File: src/rtl/quadrant_scheduler.sv
// Quadrant scheduler: arbitrates four row producers (A..D) for the shared 4:1
// quadrant row encoder, holds the select stable while the mux settles, captures
// the row and offers it downstream with a valid/ready handshake.
// Optional build macro QUADRANT_SCHED_FIXED_PRIORITY_EN: lowest-index requester
// always wins (A highest); otherwise round-robin after the last grant.
module quadrant_scheduler #(
    parameter int unsigned WIDTH         = 105,
    parameter int unsigned SETTLE_CYCLES = 2    // legal range 1..15
) (
    input  logic             clk_in,
    input  logic             rst,
    input  logic [3:0]       req,
    output logic [3:0]       ack,
    output logic [1:0]       quadrant_sel,
    input  logic [WIDTH-1:0] row_in,
    output logic [WIDTH-1:0] row_out,
    output logic             row_valid,
    input  logic             row_ready,
    output logic             busy
);

    typedef enum logic [1:0] {
        StIdle,
        StSettle,
        StHold
    } stateE;

    // Counter loads SETTLE_CYCLES-1 so capture lands SETTLE_CYCLES edges after the grant edge.
    localparam logic [3:0] CntInit = 4'(SETTLE_CYCLES - 1);

    stateE      state;
    logic [3:0] settleCnt;
    logic [1:0] grantNext;

`ifdef QUADRANT_SCHED_FIXED_PRIORITY_EN
    // Fixed priority: lowest-index set bit of req wins.
    always_comb begin
        grantNext = 2'd0;
        for (int i = 3; i >= 0; i--) begin
            if (req[i]) begin
                grantNext = 2'(i);
            end
        end
    end
`else
    logic [1:0] lastGrant;
    logic [1:0] scanIdx;
    logic       found;

    // Round-robin: first set bit scanning lastGrant+1 .. lastGrant+4 (mod 4).
    always_comb begin
        grantNext = lastGrant;
        scanIdx   = lastGrant;
        found     = 1'b0;
        for (int i = 1; i <= 4; i++) begin
            scanIdx = lastGrant + 2'(i);
            if (!found && req[scanIdx]) begin
                grantNext = scanIdx;
                found     = 1'b1;
            end
        end
    end

    // Remember the quadrant whose row was just consumed; reset to D so A goes first.
    always_ff @(posedge clk_in or posedge rst) begin
        if (rst) begin
            lastGrant <= 2'd3;
        end else if (state == StHold && row_valid && row_ready) begin
            lastGrant <= quadrant_sel;
        end
    end
`endif

    // Transaction FSM with registered select, row, handshake, ack and busy outputs.
    always_ff @(posedge clk_in or posedge rst) begin
        if (rst) begin
            state        <= StIdle;
            settleCnt    <= 4'd0;
            quadrant_sel <= 2'd0;
            row_out      <= '0;
            row_valid    <= 1'b0;
            ack          <= 4'b0000;
            busy         <= 1'b0;
        end else begin
            ack <= 4'b0000;
            unique case (state)
                StIdle: begin
                    if (req != 4'b0000) begin
                        quadrant_sel <= grantNext;
                        settleCnt    <= CntInit;
                        busy         <= 1'b1;
                        state        <= StSettle;
                    end
                end
                StSettle: begin
                    if (settleCnt == 4'd0) begin
                        row_out   <= row_in;
                        row_valid <= 1'b1;
                        ack       <= 4'b0001 << quadrant_sel;
                        state     <= StHold;
                    end else begin
                        settleCnt <= settleCnt - 4'd1;
                    end
                end
                StHold: begin
                    if (row_valid && row_ready) begin
                        row_valid <= 1'b0;
                        busy      <= 1'b0;
                        state     <= StIdle;
                    end
                end
                default: begin
                    row_valid <= 1'b0;
                    busy      <= 1'b0;
                    state     <= StIdle;
                end
            endcase
        end
    end

endmodule

File: config.mk
export PLATFORM = sky130hd
export DESIGN_NAME = quadrant_scheduler
export DESIGN_NICKNAME = d
export VERILOG_FILES = /design/src/rtl/quadrant_scheduler.sv
export SDC_FILE = /design/constraint.sdc
export NUM_CORES = 1
export LEC_CHECK = 0
export CORE_UTILIZATION = 42
export DETAILED_ROUTE_END_ITERATION = 8
export PLACE_DENSITY = 0.84
export SLEW_MARGIN = 15
export SYNTH_ARGS = -nofsm -noshare
export SYNTH_HDL_FRONTEND = slang
export SYNTH_SLANG_ARGS = --single-unit
export TNS_END_PERCENT = 10
File: constraint.sdc
create_clock -name clk_in -period 4.8 [get_ports clk_in]
set_clock_uncertainty 0.15 [all_clocks]
set_input_delay 0.96 -clock clk_in [delete_from_list [all_inputs] [get_ports clk_in]]
set_output_delay 0.96 -clock clk_in [all_outputs]
set_load 0.005 [all_outputs]
# After elaboration in Yosys (flattened, before gate mapping)
# Cells that the tools add are included.
# word_totals
memories	0
latchBits	0
elab_cells	73
output_inout_bits	113
reg_bits	121
in_bits	112
romBits	0
ramBits	0
# classes
div	0
magnitude_cmp	4
bitwise	2
n_reduce_logical	19
eq_ne	6
n_mul	0
n_mux	29
n_shift	1
n_addsub	4
# ops
op	count
$mux 4	4
$mux 2	7
$lt 2x3->1 const B	4
$reduce_and 3->1	4
$mux 1	10
$bmux 1 s2	4
$pmux 4 s2	1
$logic_and 1x1->1	6
$ne 2x2->1 const B	3
$pmux 1 s3	2
$pmux 2 s3	1
$add 2x2->2 const B	2
$logic_not 4->1	1
$reduce_and 2->1	2
$reduce_bool 4->1	1
$shl 1x2->4 const A	1
$sub 4x1->4 const B	1
$logic_not 1->1	3
$add 2x1->2 const B	1
$eq 2x1->1 const B	1
$eq 2x2->1 const B	1
$logic_not 2->1	1
$ne 2x1->1 const B	1
$not 1->1	2
$reduce_bool 2->1	1

# Logic depth before layout (Yosys ltp)
# Gate-level depths: netlist of the first run.
# logic_depth
ltp_word	13
ltp_mapped	7

# Worst setup path before layout of the first run
# No wires, ideal clock.
# synth_timing
path_kind	input to register
startpoint	input port req[1]
endpoint	register settleCnt[1]
path_slack_ns	2.655
n_path_buf	0
path_stages	4
setup_ns	0.125
arrival_time_ns	1.870
cell_sequence	nor4_2 nor3_2 or2_4 mux2_4
# synth_via
elab_chain_len	3
# synth_rtl
element	line	source
start, declared	12	input logic [3:0] req,
$reduce_bool 4->1	88	if (req != 4'b0000) begin
$ne 2x2->1 (no line)	--	
$reduce_and 3->1 (no line)	--	
end signal, assigned	90	settleCnt <= CntInit;
end signal, assigned	102	settleCnt <= settleCnt - 4'd1;
end, declared	32	logic [3:0] settleCnt;
# Every way passes these cells.
# A chain may end at the register's enable or synchronous reset.

# Worst setup path after layout of the first run
# layout_timing
startpoint	register settleCnt[1]
endpoint	register row_out[85]
# layout_via
elab_chain_len	2
# layout_rtl
element	line	source
$logic_not 4->1	96	if (settleCnt == 4'd0) begin
$reduce_and 2->1 (no line)	--	
end signal, assigned	97	row_out <= row_in;
end, declared	16	output logic [WIDTH-1:0] row_out,
# Every way passes these cells.

==> flow_summary.ini, run 1 <==
[status]
result_of_the_run = complete, but fails checks
violations = design-rule violations

[grt]
globalRouteTotalUtil = 0.2102
grt_antenna_before_repair = 0
maximum_number_of_pins_on_one_net_before_global_route_repair = 68
global_route_wire_length_before_repair_um = 19780
first_global_vias = 3734
grt-ovfl-total = 0

[die]
rows = 39
design.die.area_mm2 = 0.01247
num_io_pins = 225
coreArea_mm2 = 0.01156
die_width_um = 111.7
dieHeight_um = 111.7
start_util = 0.4367

[setup_path]
crit_type = flop to flop
r2r_setup_slack_ps = 1980
worst_setup_path_endpoint = row_out[85]$_DFFE_PP0P_
length_in_cells_of_the_worst_reg_to_reg_path = 6
crit_required_ps = 4940
critical_path.reg2reg.endpoint = row_out[85]$_DFFE_PP0P_
cp-startpoint = settleCnt[1]$_DFFE_PP0P_
critical_path_peak_fanout = 56
critical_path_arrival_ps = 2970
timing.critical_path.from_type = flop
worst_r2r_startpoint = settleCnt[1]$_DFFE_PP0P_
end_kind = flop

[cts]
clk_transition_reported_paths_ps = 60
cts_hold_repair.buffers = 0
cts-resized-gates = 0
clock_sink_count = 121
cts-root-buf = clkbuf_16
clk_path_buf_depth = 2
number_of_buffers_inserted_during_clock_tree_synthesis = 17
cts_tree = built
post-cts-setup-buffers = 0
insertion_delay_ps = 410
cts_htree_levels = 4

[logic_synthesis]
synth-main-ff-cell = dfrtp_1
cell_area_after_synthesis_mm2 = 0.005050
yosys-top-cells-area = dfrtp_1 (59%), mux2_4 (25%), mux2_2 (4.9%)
count_of_mapped_cells_out_of_synthesis = 301
synth_sequential_area_ratio = 0.6001
synth_edf_count = 0
netlist-cell-type-count = 35
leading_area_contributor_after_synthesis = dfrtp_1
synth_fp_nets = 414
synth_top_cell_area_share = 0.5897
yosys_warnings = 0
count_of_state_elements_after_synthesis = 121
synth.avg_cell_area_um2 = 16.78
postSynth.asyncResetShare = 1.000

[timing]
fin_crit_ps = 2824
finalMaxSlewViolations = 0
grt_setup_unrepaired = false
worstMarginPinSlew_ps = 913.4
max_freq_mhz = 354.1
setup_viol = 0
report.final.hold_viol_count = 0
min_period_over_period = 0.5884
setup-tns-final_ps = 0
slew-limit-headroom = 0.3911

[cells_and_area]
fillers = 809
final_util = 0.6922
layout_common_cells = clkdlybuf4s50_1 (224), dfrtp_1 (119), mux2_4 (85)
insertedDiodeCount = 0
synthToLayoutAreaGrowth_pct = 58.52
layout_cell_share_with_drive_strength_beyond_1 = 0.2674
fin_nets = 646
leading_cell_type_in_the_layout_fill_and_taps_excluded = clkdlybuf4s50_1

[power]
net-switching-power_uw = 1490
power.share.clock = 0.232
power_leakage_uw = 0.003647
ir_drop_uv = 464.1
power.density_mw_per_mm2 = 703.6
seq_power_share = 0.330
switching_share = 0.2646
internal-power_uw = 4142
combPwrFrac = 0.438

[placed_design]
finalWeightedCongestion = 0.6987
detailedPlacementHpwl_um = 8823
numPortBuffers = 224

[route]
iteration_0_drc_count_of_the_detailed_router = 192
drc_errors = 17
finalWirelength_um = 12460
route.detailed.vias_per_inst = 4.836
drt_first_pass_iters = 6
route.vias.total = 3332
routed_wire_length_per_instance_um = 18.09
antenna_left = 0

[worst_hold_path]
timing.hold.worst.class = flop to flop

[run]
max_cap_violations = 0
==> sequential cells by signal, summed over array words and instances, names as in the netlist <==
signal        flops
settleCnt         4
quadrant_sel      2
row_valid         1
busy              1
lastGrant         2
ack               4
state             2
row_out         105
==> Yosys cell counts (2+ instances only) <==
master    number
xor2_1         2
nor2_1         4
mux2_2        22
o21ai_0        6
nor3_1         5
dfrtp_1      119
inv_1          7
nand3_1        2
nand2_1        5
o221ai_1       2
nand3b_1       2
nor2b_1        2
buf_2          2
dfstp_2        2
nor3b_1        2
a21oi_1        2
mux2_4        85
nand2b_1       4
buf_6         10
==> final cells by class <==
class / count / area, µm² / share of cell area
inverter: 7 / 28.78 / 0.003595
timing repair buffer: 226 / 2282 / 0.2851
sequential: 121 / 3030 / 0.3786
multi-input combinational: 160 / 1874 / 0.2341
tap: 143 / 178.9 / 0.02235
clock buffer: 25 / 495.5 / 0.06189
clock inverter: 7 / 115.1 / 0.01438
==> cells by family after synthesis <==
| logic type | Yosys count | synth area share |
|---|---|---|
| adder cells (fa/ha/maj) | 1 | 0.002477 |
| AO/OA/AOI/OAI | 16 | 0.02082 |
| multiplexers | 108 | 0.3038 |
| XOR/XNOR | 2 | 0.003469 |
| AND/OR/NAND/NOR | 33 | 0.03915 |
| flip-flops | 121 | 0.6001 |
| buffers and inverters | 20 | 0.03023 |
==> worst min-delay path by stage <==
| stage | startpoint | endpoint | slack, ps | cells past startpoint |
|---|---|---|---|---|
| 4_1_cts | quadrant_sel[1]$_DFFE_PP0P_ | ack[1]$_DFF_PP0_ | 350 | 1 |
| 5_1_grt | row_out[90]$_DFFE_PP0P_ | row_out[90]$_DFFE_PP0P_ | 370 | 1 |
| 2_1_floorplan | quadrant_sel[1]$_DFFE_PP0P_ | ack[0]$_DFF_PP0_ | 320 | 1 |
| 3_3_place_gp | quadrant_sel[1]$_DFFE_PP0P_ | ack[1]$_DFF_PP0_ | 320 | 1 |
| 3_5_place_dp | busy$_DFFE_PP0P_ | busy$_DFFE_PP0P_ | 320 | 1 |
| 6_report | busy$_DFFE_PP0P_ | busy$_DFFE_PP0P_ | 350 | 1 |
==> power groups by stage <==
| stage | clock [µW] | combinational, µW | sequential (µW) |
|---|---|---|---|
| after floorplan | 0 | 1220 | 1860 |
| after global placement | 0 | 2410 | 1820 |
| after detailed placement | 0 | 2470 | 1860 |
| after CTS | 1330 | 2500 | 1860 |
| after global routing | 1380 | 2620 | 1920 |
| final | 1310 | 2470 | 1860 |
==> stage by stage <==
step	total power [µW]	std cells	setup WS, ps	instance area, µm²	hold slack (ps)
2_1_floorplan	3078	301	479.1	5050	323.0
3_3_place_gp	4231	657	2051	7395	318.8
3_5_place_dp	4331	657	1998	7395	322.0
4_1_cts	5690	689	1984	8005	347.6
5_1_grt	5914	689	1803	8005	367.6
6_report	5633	689	1976	8005	346.1
==> per-layer routing <==
layer,vias up,track usage,wire length [µm]
met5,-,0,0
met4,0,0.1009,313
met3,24,0.08220,1004
met2,143,0.3565,6433
met1,1640,0.2305,4710
li1,1525,-,-
==> critical path: stages (launching register included) <==
cell	delay [ps]
dfrtp_1	420
inv_1	80
ha_1	180
nor3b_1	410
nand2_4	570
buf_12	460
mux2_4	360
(Power assumes the default switching activity.)
==> inputs of run 2 (changes only) <==
- CORE_UTILIZATION: 42 -> 38
- PLACE_DENSITY: 0.84 -> 0.81
- clock period: 4.8 -> 2.44 ns (I/O delays scaled with it)
==> run 2 against run 1 <==
Compared with the run above: non-clock buffer count up 4; sequential cell count unchanged; sequential share of layout area down 0.71 points; the flow now finishes without violations; clock power up 120%; sequential power up 97%; die area up 10%; register-to-register slack worse by 1900 ps; cell count up 4.6%; largest cell class unchanged; setup slack worse by 1900 ps.
==> flow_summary.ini, run 2 (synthesized netlist as in run 1, its figures left out) <==
[timing]
setup_viol = 0
setup-tns-final_ps = 0
grt_setup_unrepaired = false
report.final.hold_viol_count = 0
finalMaxSlewViolations = 0
fin_crit_ps = 2321
min_period_over_period = 0.9512
slew-limit-headroom = 0.4513
layout_setup_ws_ps = 119.0
max_freq_mhz = 430.9
worstMarginPinSlew_ps = 823.0

[route]
drt_first_pass_iters = 7
route.vias.total = 3383
route.detailed.vias_per_inst = 4.692
finalWirelength_um = 12240
antenna_left = 0
drc_errors = 0
iteration_0_drc_count_of_the_detailed_router = 122
routed_wire_length_per_instance_um = 16.98

[placed_design]
place.detailed.instances = 690
dp_worst_setup_slack_ps = 163.4
finalWeightedCongestion = 0.8156
numPortBuffers = 224
detailedPlacementHpwl_um = 8612
postPlaceCellArea_mm2 = 0.007487

[status]
result_of_the_run = finished, final reports clean

[cells_and_area]
stdcell_count = 721
largest_registers_ranked_by_flip_flop_count = row_out x105, ack x4, settleCnt x4
insertedDiodeCount = 0
layout_common_cells = clkdlybuf4s50_1 (224), dfrtp_1 (119), mux2_4 (85)
final_cell_area_mm2 = 0.008159
biggest_register = row_out
final_util = 0.6388
fillers = 932
synthToLayoutAreaGrowth_pct = 61.57
largest_reg_flops = 105
layout_cell_share_with_drive_strength_beyond_1 = 0.2769
leading_cell_type_in_the_layout_fill_and_taps_excluded = clkdlybuf4s50_1
fin_nets = 650

[setup_path]
critical_path_peak_fanout = 45
crit_chain = inv_1 -> ha_1 -> nor3b_1 -> nand2_4 -> buf_4 -> mux2_4
r2r_setup_slack_ps = 120
crit_type = flop to flop
cp_max_stage_cell = nor3b_1
cp.buffers_inverters = 2
critical_path_arrival_ps = 2460
timing.critical_path.from_type = flop
worst_r2r_startpoint = settleCnt[0]$_DFFE_PP0P_
delay_heaviest_family_cp = simple AND/OR/NAND/NOR gates
critical_path.reg2reg.endpoint = row_out[55]$_DFFE_PP0P_
cp_slowest_stage_delay_ps = 440
end_kind = flop
length_in_cells_of_the_worst_reg_to_reg_path = 6
crit_required_ps = 2580

[cts]
number_of_buffers_inserted_during_clock_tree_synthesis = 17
clk_path_buf_depth = 2
cts_htree_levels = 4
cts_tree = built
clock_sink_count = 121
cts_hold_repair.buffers = 0
cts-root-buf = clkbuf_16
insertion_delay_ps = 410
post-cts-setup-buffers = 0
cts-resized-gates = 0
clk_transition_reported_paths_ps = 50

[power]
power.share.clock = 0.249
combPwrFrac = 0.429
net-switching-power_uw = 2910
ir_drop_uv = 605.4
internal-power_uw = 8435
switching_share = 0.2565
power_leakage_uw = 0.003711
power.density_mw_per_mm2 = 1390
seq_power_share = 0.322

[worst_hold_path]
timing.hold.worst.class = input pin to async pin

[die]
start_util = 0.3953
coreArea_mm2 = 0.01277
design.die.area_mm2 = 0.01375
die_width_um = 117.3
dieHeight_um = 117.3
rows = 41
num_io_pins = 225

[grt]
maximum_number_of_pins_on_one_net_before_global_route_repair = 58
grt_antenna_before_repair = 0
globalRouteTotalUtil = 0.1785
global_route_wire_length_before_repair_um = 18130
first_global_vias = 3507
grt-ovfl-total = 0

[run]
max_cap_violations = 0
run 2: cell types whose count changed in the layout (fill, tap and decap cells not counted), sizes merged:
cell,before,now
inv,7,6
bufinv,3,5
buf,2,6
clkbuf,25,24
clkinvlp,2,1
run 2: layer usage:
| layer | up-vias | routed length (µm) | GRT usage |
|---|---|---|---|
| met2 | 145 | 6182 | 0.2973 |
| met5 | - | 0 | 0 |
| met3 | 24 | 1055 | 0.06797 |
| li1 | 1534 | - | - |
| met4 | 0 | 273 | 0.08945 |
| met1 | 1680 | 4732 | 0.2003 |
run 2: how the worst max path moves through the flow:
stage	startpoint	to	slack, ps	cells after the start
after floorplan	rst	ack[0]$_DFF_PP0_	320	1
after global placement	req[1]	quadrant_sel[1]$_DFFE_PP0P_	220	5
after detailed placement	settleCnt[0]$_DFFE_PP0P_	row_out[100]$_DFFE_PP0P_	160	6
after CTS	settleCnt[0]$_DFFE_PP0P_	row_out[100]$_DFFE_PP0P_	150	6
after global routing	settleCnt[0]$_DFFE_PP0P_	row_out[13]$_DFFE_PP0P_	60	6
final	settleCnt[0]$_DFFE_PP0P_	row_out[55]$_DFFE_PP0P_	120	6
run 2: stage by stage:
stage	hold WS, ps	power (µW)
floorplan	323.0	6056
global placement	323.9	8376
detailed placement	328.7	8540
CTS	296.0	11460
global route	343.7	11960
finish	303.7	11340
run 2: final cells by class:
type	count	area [µm²]	share of cell area
sequential	121	3030	0.3714
timing repair buffer	230	2337	0.2865
multi-input combinational	160	1874	0.2297
clock buffer	24	511.7	0.06272
tap	172	215.2	0.02638
clock inverter	7	160.2	0.01963
inverter	7	30.03	0.003680
run 2: power groups by stage:
stage | clock network [µW] | logic (µW) | registers (µW)
2_1_floorplan | 0 | 2410 | 3650
3_3_place_gp | 0 | 4760 | 3620
3_5_place_dp | 0 | 4880 | 3660
4_1_cts | 2870 | 4920 | 3670
5_1_grt | 2970 | 5200 | 3780
6_report | 2820 | 4870 | 3660
